### src/rtl/divider.sv
// Sequential restoring shift-subtract divider, one quotient bit per clock, MSB first.
// Define DIVIDER_ZERO_CHECK_EN to short-circuit a zero divisor straight to DONE with div_by_zero set.
module divider #(
    parameter int WIDTH = 8
) (
    input  logic             clk,
    input  logic             rst,
    input  logic             start,
    input  logic [WIDTH-1:0] dividend,
    input  logic [WIDTH-1:0] divisor,
    output logic [WIDTH-1:0] quot,
    output logic [WIDTH-1:0] rem,
    output logic             busy,
    output logic             done,
    output logic             div_by_zero
);

    localparam int CW = (WIDTH > 2) ? $clog2(WIDTH) : 1;

    typedef enum logic [1:0] {
        IDLE,
        RUN,
        DONE
    } state_t;

    state_t state, state_next;

    logic [CW-1:0]    count;
    logic [WIDTH-1:0] divisor_r;
    logic [WIDTH-1:0] shift_q;
    logic [WIDTH-1:0] prem;
    logic [WIDTH:0]   shifted;
    logic [WIDTH:0]   trial;
    logic             qbit;
    logic [WIDTH-1:0] prem_next;
    logic [WIDTH-1:0] shift_q_next;
    logic             accept;
    logic             zero_skip;
    logic             last;

`ifdef DIVIDER_ZERO_CHECK_EN
    logic dbz_r;
`endif

    // The partial remainder stays below the divisor, so WIDTH+1 bits hold the
    // shifted value and the trial difference's sign bit is exact.
    always_comb begin
        accept       = start && (state != RUN);
        last         = (count == CW'(WIDTH - 1));
`ifdef DIVIDER_ZERO_CHECK_EN
        zero_skip    = accept && (divisor == '0);
`else
        zero_skip    = 1'b0;
`endif
        shifted      = {prem, shift_q[WIDTH-1]};
        trial        = shifted - {1'b0, divisor_r};
        qbit         = ~trial[WIDTH];
        prem_next    = qbit ? trial[WIDTH-1:0] : shifted[WIDTH-1:0];
        shift_q_next = {shift_q[WIDTH-2:0], qbit};
    end

    always_comb begin
        state_next = state;
        case (state)
            RUN:     if (last) state_next = DONE;
            default: state_next = accept ? (zero_skip ? DONE : RUN) : IDLE;
        endcase
    end

    always_ff @(posedge clk) begin
        if (rst) state <= IDLE;
        else     state <= state_next;
    end

    // shift_q starts as the dividend and fills with quotient bits as it shifts out.
    always_ff @(posedge clk) begin
        if (rst) begin
            count     <= '0;
            divisor_r <= '0;
            shift_q   <= '0;
            prem      <= '0;
            quot      <= '0;
            rem       <= '0;
`ifdef DIVIDER_ZERO_CHECK_EN
            dbz_r     <= 1'b0;
`endif
        end else if (accept) begin
            count     <= '0;
            divisor_r <= divisor;
            shift_q   <= dividend;
            prem      <= '0;
`ifdef DIVIDER_ZERO_CHECK_EN
            dbz_r     <= zero_skip;
            if (zero_skip) begin
                quot <= '1;
                rem  <= dividend;
            end
`endif
        end else if (state == RUN) begin
            count   <= count + CW'(1);
            prem    <= prem_next;
            shift_q <= shift_q_next;
            if (last) begin
                quot <= shift_q_next;
                rem  <= prem_next;
            end
        end
    end

    assign busy = (state == RUN);
    assign done = (state == DONE);

`ifdef DIVIDER_ZERO_CHECK_EN
    assign div_by_zero = dbz_r && (state == DONE);
`else
    assign div_by_zero = 1'b0;
`endif

endmodule

### config.mk
export PLATFORM = sky130hd
export DESIGN_NAME = divider
export DESIGN_NICKNAME = d
export VERILOG_FILES = /design/src/rtl/divider.sv
export SDC_FILE = /design/constraint.sdc
export NUM_CORES = 1
export LEC_CHECK = 0
export ABC_AREA = 0
export BUFFER_PORTS_ARGS = -buffer_cell sky130_fd_sc_hd__buf_4
export CAP_MARGIN = 20
export CORE_MARGIN = 4
export CORE_UTILIZATION = 45
export DETAILED_ROUTE_END_ITERATION = 7
export GPL_TIMING_DRIVEN = 0
export PLACE_DENSITY = 0.66
export SLEW_MARGIN = 20
export SYNTH_ARGS = -nofsm -noshare
export SYNTH_HDL_FRONTEND = slang
export SYNTH_SLANG_ARGS = --single-unit
export TNS_END_PERCENT = 30
### constraint.sdc
create_clock -name clk -period 3.1 [get_ports clk]
set_clock_uncertainty 0.2 [all_clocks]
set_input_delay 0.62 -clock clk [delete_from_list [all_inputs] [get_ports clk]]
set_output_delay 0.62 -clock clk [all_outputs]
set_load 0.005 [all_outputs]
==> results by group, run 1 <==
Power and ir drop
  – Clock power frac: between 30% and 40%
  – Combinational power share: a little under a quarter
  – Sw frac: approximately 28%
  – Leakage power figure: around 1.1 nW
  – Sequential Power Share: between 40% and 50%
  – P_sw: ~0.4 mW
  – Pwr dens: between 500 and 600 nW/um^2
  – Peak supply drop: just over 0.0002 V
  – Int Power: slightly above 1 mW
  – Overall Power: approximately 1.4 mW

Route
  – Post-route ant nets: 0
  – Via count: 1758
  – Pre-antenna DRT Iters: 4
  – Number of remaining DRC errors: 0
  – Met2 routed WL: around 1.9 mm
  – First DRT Iteration DRCs: 87
  – WL met1: between 2 and 2.5 mm
  – Routed wire length: 4.60 mm
  – Drt wl/cell: 13.8 um
  – Top layer in use: met4
  – Routed wl met3: 243 um
  – Vias/cell: around 5.3

Yosys
  – Post-synth ARST share: 0%
  – Synth unique cells: 44
  – Mapped cell area: 2140 sq um
  – Yosys warning count: 0
  – Part of the Yosys area used for sequential elements: 42.0%
  – Top-area cell type share of the netlist area: between 40% and 50%
  – Complex-gate fraction of the synthesized area: around a fifth
  – Syn Nets: 267
  – Synth Area in XOR/XNOR: under 10%
  – Synth Area in Adders: 6.77%
  – Simple-gate share of the synthesized area: 15.6%
  – Synth area leader: dfxtp_1
  – Seq cells post-synth: 45
  – Largest family of logic cells by synthesized area: compound AO/OA/AOI/OAI gates
  – Post-synth top flop: dfxtp_1
  – Synth area leaders: dfxtp_1 42%, ha_1 5.8%, mux2i_1 5.1%
  – Syn Inst Count: 237
  – Mux contribution to synthesized area: between 6 and 7%
  – Post-synth EDFFs: 0
  – Synth Area per Inst: around 9.0 sq um

Setup path
  – Worst Path Arrival: 2.76 ns
  – Critical path's slowest cell: fa_1
  – Crit path max fanout: 8
  – Crit Path Class: reg -> reg
  – CP cell instances: inv_1, ha_1, fa_1, nand2b_2, a211oi_2, o41a_4, xor2_4, mux2i_1, a21oi_1
  – Critical Path Sink Type: register
  – WP data required: around 3.1 ns
  – Crit path largest cell delay: about 0.4 ns
  – CP Launch Type: register

Timing
  – Worst relative slew slack: approximately 56%
  – Peak Freq: between 300 and 400 MHz
  – Final min period: 2.78 ns
  – Final Hold Viols: 0
  – Worst Tran Pin Value: between 0.6 and 0.7 ns
  – Max-slew violations: 0
  – Fin crit share: ~90%
  – Sum Neg Setup Slack: 0 ns
  – RSZ-0062 raised after global routing: false
  – Setup Viol. Count Final: 0

Layout
  – Register area: 901 sq um
  – Share of cells above drive strength 1: around a fifth
  – Finished Cell Area: 2600 sq um
  – Final net count: between 300 and 400
  – ANT cells: 0
  – Filler cell count: roughly 420
  – Multi-input logic area: 1140 sq um
  – Synthesis-to-finish area growth: 21.1%
  – Util after Layout: 58.0%
  – Non-Filler Instances: roughly 330

Clocking
  – Hold_buf cts: 0
  – H-tree levels: 2
  – Post-CTS Setup Inserts: 0
  – # clock sinks: 45
  – Clock transition at path regs: around 0.08 ns
  – Clock buffer count from CTS: 5
  – CTS tree: built
  – Clk buf depth: 2
  – Post_cts resized: 0
  – CTS root buf: clkbuf_8
  – Clock latency on the worst-skew pair: ~0.30 ns

Placed design
  – Placed cell count: around 330
  – I/O Buffers: 36
  – Cell Area, Placed: between 2000 and 2500 sq um
  – GPL Wtd Cong: between 0.8 and 0.9
  – Dpl hpwl: roughly 3.4 mm

Status
  – Outcome: finished, final reports clean

GRT
  – First-pass GRT wire length: ~7.8 mm
  – Largest net degree at the start of global routing: 14
  – GRT Total Usage: between 10% and 20%
  – Number of global-route vias before repair: between 1500 and 2000
  – Global route total overflow: 0
  – Initial antenna violation count: 0

Die
  – Die H: between 70 and 80 um
  – Initial Utilization: 47.9%
  – Die Wd: roughly 77 um
  – Full die area: between 5000 and 6000 sq um
  – IO Count: 38
  – Core box area: approximately 4500 sq um
  – Row count: 24

Run
  – Max Cap Viol: 0

Hold path
  – Hold crit path type: reg -> reg
[metal layers]
| layer | vias up | global-route usage (%) |
|---|---|---|
| met4 | 0 | 5.87 |
| li1 | 917 | - |
| met3 | 5 | 3.40 |
| met2 | 34 | 23.5 |
| met1 | 802 | 24.1 |
| met5 | - | 0 |
[logic make-up after synthesis]
logic type | after synthesis
other | 1
adders and majority gates | 11
muxes | 13
and+or+nand+nor | 69
xor gates and xnor gates | 7
buffers and inverters | 25
AOI/OAI and AO/OA | 66
DFF | 45
[worst paths after layout]
kind	cells after the start	slack (ns)	start	end
min reg2reg	2	0.25	rem[4]	rem[4]
min	2	0.25	rem[4]	rem[4]
max	9	0.32	shift_q[7]	prem[6]
max reg2reg	9	0.32	shift_q[7]	prem[6]
[through the flow]
stage | hold slack (ns) | worst slack, ns
2_1_floorplan | 0.236 | 0.551
3_3_place_gp | 0.236 | 0.321
3_5_place_dp | 0.243 | 0.302
4_1_cts | 0.255 | 0.285
5_1_grt | 0.273 | 0.131
6_report | 0.251 | 0.318
[critical path, delay by kind of cell, from the launching register on]
family          cells  cell delay [ns]
mux                 1             0.33
fa+ha+maj           2             0.60
buf+inv             1             0.07
flops               1             0.33
compound gates      3             0.59
xor+xnor            1             0.32
simple gates        1             0.21
[final cells by class]
class / count / share of cell area, %
Clock buffer: 7 / 3.33
Multi-Input combinational cell: 167 / 44.0
Tap cell: 52 / 2.51
Buffer: 14 / 2.31
Clock inverter: 1 / 1.16
Inverter: 11 / 1.59
Timing Repair Buffer: 36 / 10.4
Sequential cell: 45 / 34.7
[power groups by stage]
stage	registers [mW]	clock network, mW	logic, mW
global route	0.625	0.486	0.355
floorplan	0.629	0	0.246
finish	0.621	0.457	0.317
detailed placement	0.634	0	0.315
CTS	0.621	0.466	0.319
global placement	0.634	0	0.312
[layout by cell type (no fill, tap or decap), drive strengths merged, types with 2 or more instances in the layout]
cell	count
mux2	2
ha	10
a22o	7
dfxtp	45
nand2b	7
nor2b	2
o21a	2
a32oi	3
o21ai	17
a21oi	19
clkbuf	15
inv	11
buf	42
nand2	25
xnor2	5
nand3	10
a211oi	13
and3	3
xor2	2
nor2	14
mux2i	11
[registers in the layout (all words and copies together), names as in the netlist]
register   count
divisor_r      8
prem           8
quot           8
rem            8
shift_q        8
count          3
state          2
[synth_stat cells, types with 2 or more instances]
library cell   n
a21oi_1       19
and3_1         3
buf_1          2
o21a_1         2
buf_2          3
nor2b_1        2
inv_1         10
clkbuf_1       8
a32oi_1        3
a211oi_1      12
nand2b_1       6
o21ai_0        9
mux2_4         2
a22o_1         7
xnor2_1        5
mux2i_1       11
nand3_1       10
ha_1          10
nor2_1        13
nand2_1       25
o21ai_1        8
dfxtp_1       45
Note: power is estimated with default switching activity, not from simulation.
==> inputs of run 2 (changes only) <==
--- a/config.mk
+++ b/config.mk
@@ -13,6 +13,7 @@
 export DETAILED_ROUTE_END_ITERATION = 7
 export GPL_TIMING_DRIVEN = 0
 export PLACE_DENSITY = 0.66
+export REMOVE_ABC_BUFFERS = 1
 export SLEW_MARGIN = 20
 export SYNTH_ARGS = -nofsm -noshare
 export SYNTH_HDL_FRONTEND = slang
==> run 2 against run 1 <==
  * Sequential share of layout area grew 1.1 points
  * Utilization is 1.8 points lower
  * Via count fell by 2.2%
  * Clock power fell by 21%
  * Setup slack worse by 0.046 ns
  * Fmax is 1.6% lower
  * Sequential cell count did not move
  * First-iteration DRC count increased by 24%
  * Critical path type unchanged
  * Critical endpoint is now rem[1]
==> results by group, run 2 (synthesis results as in run 1) <==
Clocking
  – H-tree levels: 2 (unchanged)
  – CTS tree: built (unchanged)
  – Clk buf depth: 2 (unchanged)
  – Clock transition at path regs: 0.09 ns (was 0.08 ns)
  – Post_cts resized: 0 (unchanged)
  – Clock buffer count from CTS: 5 (unchanged)
  – Post-CTS Setup Inserts: 0 (unchanged)
  – # clock sinks: 45 (unchanged)
  – CTS root buf: clkbuf_8 (unchanged)
  – Clock latency on the worst-skew pair: 0.30 ns (about the same)
  – Hold_buf cts: 0 (unchanged)

Route
  – Drt wl/cell: 14.4 um (was 13.8 um)
  – Pre-antenna DRT Iters: 4 (unchanged)
  – Number of remaining DRC errors: 0 (unchanged)
  – Vias/cell: 5.39 (was 5.28)
  – Routed wire length: 4.58 mm (was 4.60 mm)
  – Via count: 1719 (was 1758)
  – Post-route ant nets: 0 (unchanged)
  – First DRT Iteration DRCs: 108 (was 87)

Power and ir drop
  – Overall Power: 1.29 mW (was 1.40 mW)
  – Pwr dens: 515 nW/um^2 (was 537 nW/um^2)
  – Peak supply drop: 0.000282 V (was 0.000208 V)
  – Leakage power figure: 1.05 nW (was 1.11 nW)

Die
  – Die Wd: 77.0 um (unchanged)
  – Full die area: 5930 sq um (unchanged)
  – Die H: 77.0 um (unchanged)
  – Row count: 24 (unchanged)
  – IO Count: 38 (unchanged)
  – Initial Utilization: 47.9% (unchanged)
  – Core box area: 4470 sq um (unchanged)

Setup path
  – R2R setup slack: 0.27 ns (was 0.32 ns)
  – Crit Path Class: reg -> reg (unchanged)
  – Critical Path Sink Type: register (unchanged)
  – WP data required: 3.14 ns (was 3.08 ns)
  – CP Launch Type: register (unchanged)
  – Reg2reg path depth: 9 (unchanged)
  – R2r endpoint: rem[1] (was prem[6])
  – Worst Path Arrival: 2.87 ns (was 2.76 ns)
  – Crit path max fanout: 8 (unchanged)
  – RR Startpoint: shift_q[7] (unchanged)

Timing
  – Worst relative slew slack: 38.1% (was 55.8%)
  – Final Hold Viols: 0 (unchanged)
  – Max-slew violations: 0 (unchanged)
  – Fin crit share: 91.2% (was 89.7%)
  – Worst Tran Pin Value: 0.929 ns (was 0.663 ns)
  – Peak Freq: 354 MHz (was 359 MHz)
  – Final worst slack: 0.272 ns (was 0.318 ns)
  – Setup Viol. Count Final: 0 (unchanged)
  – RSZ-0062 raised after global routing: false (unchanged)
  – Final min period: 2.83 ns (was 2.78 ns)

Run
  – Max Cap Viol: 0 (unchanged)

Placed design
  – I/O Buffers: 36 (unchanged)
  – GPL Wtd Cong: 0.909 (was 0.833)
  – Dpl hpwl: 3.15 mm (was 3.44 mm)
  – Setup slack after placement: 0.292 ns (was 0.302 ns)

Layout
  – Most frequent cells in the layout: 45 x dfxtp_1, 36 x buf_4, 25 x nand2_1 (was 45 x dfxtp_1, 37 x buf_4, 25 x nand2_1)
  – Share of cells above drive strength 1: 20.2% (was 19.9%)
  – Final net count: 296 (was 310)
  – Register area: 901 sq um (unchanged)
  – Synthesis-to-finish area growth: 17.2% (was 21.1%)
  – Most common cell after layout, fill and taps aside: dfxtp_1 (unchanged)
  – Filler cell count: 424 (was 419)
  – Multi-input logic area: 1150 sq um (was 1140 sq um)
  – Util after Layout: 56.2% (was 58.0%)
  – ANT cells: 0 (unchanged)

GRT
  – GRT Total Usage: 16.2% (was 16.4%)
  – Number of global-route vias before repair: 1726 (was 1622)
  – First-pass GRT wire length: 7.82 mm (was 7.81 mm)
  – Initial antenna violation count: 0 (unchanged)
  – Largest net degree at the start of global routing: 34 (was 14)
  – Global route total overflow: 0 (unchanged)

Hold path
  – Worst Hold End: rem[6] (was rem[4])
  – Hold crit path type: reg -> reg (unchanged)
  – Hold_sp: rem[6] (was rem[4])
  – Hold path cells: 2 (unchanged)

Status
  – Outcome: finished, final reports clean (unchanged)
-- run 2: cell types whose count changed in the layout (fill, tap and decap cells not counted) --
cell        before  now
clkbuf_8         6    5
a21oi_2          0    1
bufinv_16        1    0
a21oi_1         19   18
clkinvlp_4       0    2
buf_4           37   36
buf_2            3    0
nand2b_2         1    2
clkbuf_1         9    1
buf_1            2    0
nand2b_1         6    5
-- run 2: layout make-up --
class,count,area share [%]
inverters,11,1.64
flip-flops and latches,45,35.8
repair buffers,36,10.8
multi-input cells,167,45.7
clock buffers,6,2.89
clock inverters,2,0.597
well taps,52,2.59
-- run 2: critical path, stage by stage, from the launching register on --
cell and delay [ns]:
dfxtp_1 0.34, inv_1 0.06, ha_1 0.20, fa_1 0.40, nand2b_2 0.22, a211oi_2 0.28, o41a_4 0.25, xor2_4 0.35
mux2_4 0.35, o21ai_1 0.12
-- run 2: layer usage --
layer  share of wire, %  vias up  track usage (%)
li1                   -      891                -
met1                 48      776             19.8
met2                 44       41             27.1
met3                5.9       11             3.86
met4                2.2        0             7.12
met5                  0        -                0
-- run 2: worst max-delay path by stage --
stage                from       to  slack [ns]  cells after the start
6_report       shift_q[7]   rem[1]        0.27                      9
3_5_place_dp   shift_q[7]  prem[3]        0.29                      9
4_1_cts        shift_q[7]   rem[1]        0.28                      9
3_3_place_gp     state[1]  quot[2]       -0.37                      4
5_1_grt        shift_q[7]  prem[3]        0.11                      9
2_1_floorplan  shift_q[7]   rem[0]        0.55                      9
-- run 2: per-stage QoR --
| step | area [sq um] | hold slack [ns] | cells | setup TNS [ns] |
|---|---|---|---|---|
| 2_1_floorplan | 2080 | 0.230 | 223 | 0 |
| 3_3_place_gp | 2420 | 0.236 | 311 | -5.55 |
| 3_5_place_dp | 2430 | 0.243 | 311 | 0 |
| 4_1_cts | 2510 | 0.255 | 319 | 0 |
| 5_1_grt | 2510 | 0.275 | 319 | 0 |
| 6_report | 2510 | 0.249 | 319 | 0 |
-- run 2: power by group --
group          total (mW)  internal, mW  leakage [nW]  switching (mW)
Sequential          0.624         0.603         0.367          0.0217
Clock               0.362         0.159        0.0374           0.203
Combinational       0.307         0.137         0.650           0.170
==> inputs of run 3 (changes only) <==
--- a/config.mk
+++ b/config.mk
@@ -11,7 +11,7 @@
 export CORE_MARGIN = 4
 export CORE_UTILIZATION = 45
 export DETAILED_ROUTE_END_ITERATION = 7
-export GPL_TIMING_DRIVEN = 0
+export GPL_TIMING_DRIVEN = 1
 export PLACE_DENSITY = 0.66
 export REMOVE_ABC_BUFFERS = 1
 export SLEW_MARGIN = 20
==> run 3 against run 2 <==
  * Worst hold slack got worse by 0.00058 ns
  * Largest cell class unchanged
  * Routed wire length shrank 2.0%
  * Fmax increased by 2.9%
  * Design area increased by 1.3%
  * Sequential power barely moved
  * Largest power group unchanged
  * Die area stayed put
  * Power rose by 4.7%
  * Sequential share of layout area fell by 0.46 points
  * Utilization is 0.73 points higher
==> results by group, run 3 (synthesis results as in run 1) <==
Status
  – Outcome: finished, final reports clean (unchanged)

Setup path
  – Crit path max fanout: 8 (unchanged)
  – CP Launch Type: register (unchanged)
  – Crit Path Class: reg -> reg (unchanged)
  – Worst Path Arrival: 2.78 ns (was 2.87 ns)
  – Critical path's slowest cell: fa_1 (unchanged)
  – Crit path largest cell delay: 0.41 ns (was 0.40 ns)
  – Critical Path Sink Type: register (unchanged)
  – CP cell instances: inv_1, ha_1, fa_1, nand2b_2, a211oi_2, o41a_4, xor2_4, mux2_4, o21ai_1 (unchanged)
  – R2R setup slack: 0.35 ns (was 0.27 ns)
  – WP data required: 3.13 ns (was 3.14 ns)

Placed design
  – Cell Area, Placed: 2440 sq um (was 2430 sq um)
  – Setup slack after placement: 0.356 ns (was 0.292 ns)
  – I/O Buffers: 36 (unchanged)
  – Dpl hpwl: 3.24 mm (was 3.15 mm)
  – Placed cell count: 314 (was 311)
  – GPL Wtd Cong: 0.900 (was 0.909)

Route
  – Drt wl/cell: 14.0 um (was 14.4 um)
  – Pre-antenna DRT Iters: 4 (unchanged)
  – Vias/cell: 5.42 (was 5.39)
  – First DRT Iteration DRCs: 99 (was 108)
  – Number of remaining DRC errors: 0 (unchanged)
  – Via count: 1739 (was 1719)
  – Post-route ant nets: 0 (unchanged)
  – Routed wire length: 4.49 mm (was 4.58 mm)

Timing
  – Final worst slack: 0.353 ns (was 0.272 ns)
  – Final min period: 2.75 ns (was 2.83 ns)
  – RSZ-0062 raised after global routing: false (unchanged)
  – Sum Neg Setup Slack: 0 ns (unchanged)
  – Fin crit share: 88.6% (was 91.2%)
  – Final Hold Viols: 0 (unchanged)
  – Max-slew violations: 0 (unchanged)
  – Peak Freq: 364 MHz (was 354 MHz)
  – Setup Viol. Count Final: 0 (unchanged)
  – Worst relative slew slack: 65.0% (was 38.1%)
  – Worst Tran Pin Value: 0.522 ns (was 0.929 ns)

Power and ir drop
  – Sequential Power Share: 46.0% (was 48.3%)
  – Peak supply drop: 0.000285 V (was 0.000282 V)
  – Pwr dens: 532 nW/um^2 (was 515 nW/um^2)
  – P_sw: 0.378 mW (was 0.395 mW)
  – Combinational power share: 22.6% (was 23.7%)
  – Sw frac: 27.9% (was 30.5%)
  – Clock power frac: 31.3% (was 28.0%)
  – Leakage power figure: 1.08 nW (was 1.05 nW)
  – Int Power: 0.976 mW (was 0.898 mW)

Clocking
  – Post-CTS Setup Inserts: 0 (unchanged)
  – Hold_buf cts: 0 (unchanged)
  – H-tree levels: 2 (unchanged)
  – CTS tree: built (unchanged)
  – Clk buf depth: 2 (unchanged)
  – CTS root buf: clkbuf_8 (unchanged)
  – Clock transition at path regs: 0.08 ns (was 0.09 ns)
  – Clock buffer count from CTS: 5 (unchanged)
  – # clock sinks: 45 (unchanged)
  – Clock latency on the worst-skew pair: 0.30 ns (about the same)
  – Post_cts resized: 0 (unchanged)

Layout
  – Share of cells above drive strength 1: 20.4% (was 20.2%)
  – Synthesis-to-finish area growth: 18.7% (was 17.2%)
  – ANT cells: 0 (unchanged)
  – Final net count: 299 (was 296)
  – Finished Cell Area: 2550 sq um (was 2510 sq um)
  – Most common cell after layout, fill and taps aside: dfxtp_1 (unchanged)
  – Most frequent cells in the layout: 45 x dfxtp_1, 39 x buf_4, 25 x nand2_1 (was 45 x dfxtp_1, 36 x buf_4, 25 x nand2_1)
  – Non-Filler Instances: 321 (was 319)
  – Filler cell count: 431 (was 424)

Die
  – Initial Utilization: 47.9% (unchanged)
  – Full die area: 5930 sq um (unchanged)
  – Die Wd: 77.0 um (unchanged)
  – Die H: 77.0 um (unchanged)
  – Core box area: 4470 sq um (unchanged)
  – Row count: 24 (unchanged)
  – IO Count: 38 (unchanged)

Hold path
  – Hold crit path type: reg -> reg (unchanged)

Run
  – Max Cap Viol: 0 (unchanged)

GRT
  – First-pass GRT wire length: 7.77 mm (was 7.82 mm)
  – Global route total overflow: 0 (unchanged)
  – Initial antenna violation count: 0 (unchanged)
  – GRT Total Usage: 16.3% (was 16.2%)
  – Largest net degree at the start of global routing: 33 (was 34)
  – Number of global-route vias before repair: 1681 (was 1726)
## run 3: final cells by class
type	count	area [sq um]	share of cell area, %
multi-input cells	167	1140	44.9
flip-flops and latches	45	901	35.4
repair buffers	39	293	11.5
clock buffers	5	68.8	2.70
well taps	52	65.1	2.56
inverters	11	41.3	1.62
clock inverters	2	35.0	1.38
## run 3: power by group through the flow
stage | Clock (mW) | Sequential, mW | Combinational, mW
floorplan | 0 | 0.632 | 0.231
CTS | 0.438 | 0.624 | 0.309
global route | 0.463 | 0.627 | 0.340
finish | 0.424 | 0.624 | 0.307
global placement | 0 | 0.637 | 0.305
detailed placement | 0 | 0.637 | 0.307
## run 3: worst paths after layout
path	startpoint	to	cells past startpoint
worst max-delay path	shift_q[7]	rem[0]	9
worst max register to register	shift_q[7]	rem[0]	9
worst min register to register	rem[3]	rem[3]	2
worst min-delay path	rem[3]	rem[3]	2
## run 3: per-stage QoR
stage               hold WS [ns]  total power, mW  utilization, %
floorplan                  0.230            0.863               -
global placement           0.238            0.942            54.6
detailed placement         0.243            0.944            54.6
CTS                        0.254             1.37            56.9
global route               0.265             1.43            56.9
finish                     0.249             1.35            56.9
## run 3: critical path: cells and delay by family, from the launching register on
kind | cells | cell delay (ns)
adders and majority gates | 2 | 0.61
AOI/OAI and AO/OA | 3 | 0.59
xor gates and xnor gates | 1 | 0.34
muxes | 1 | 0.34
DFF | 1 | 0.33
and+or+nand+nor | 1 | 0.21
buffers and inverters | 1 | 0.06
## run 3: layer usage
| metal | up-vias | wire [um] | track usage (%) |
|---|---|---|---|
| met5 | - | 0 | 0 |
| met4 | 0 | 80 | 6.94 |
| met3 | 6 | 213 | 4.33 |
| met2 | 34 | 1940 | 25.7 |
| met1 | 805 | 2260 | 21.2 |
| li1 | 894 | - | - |
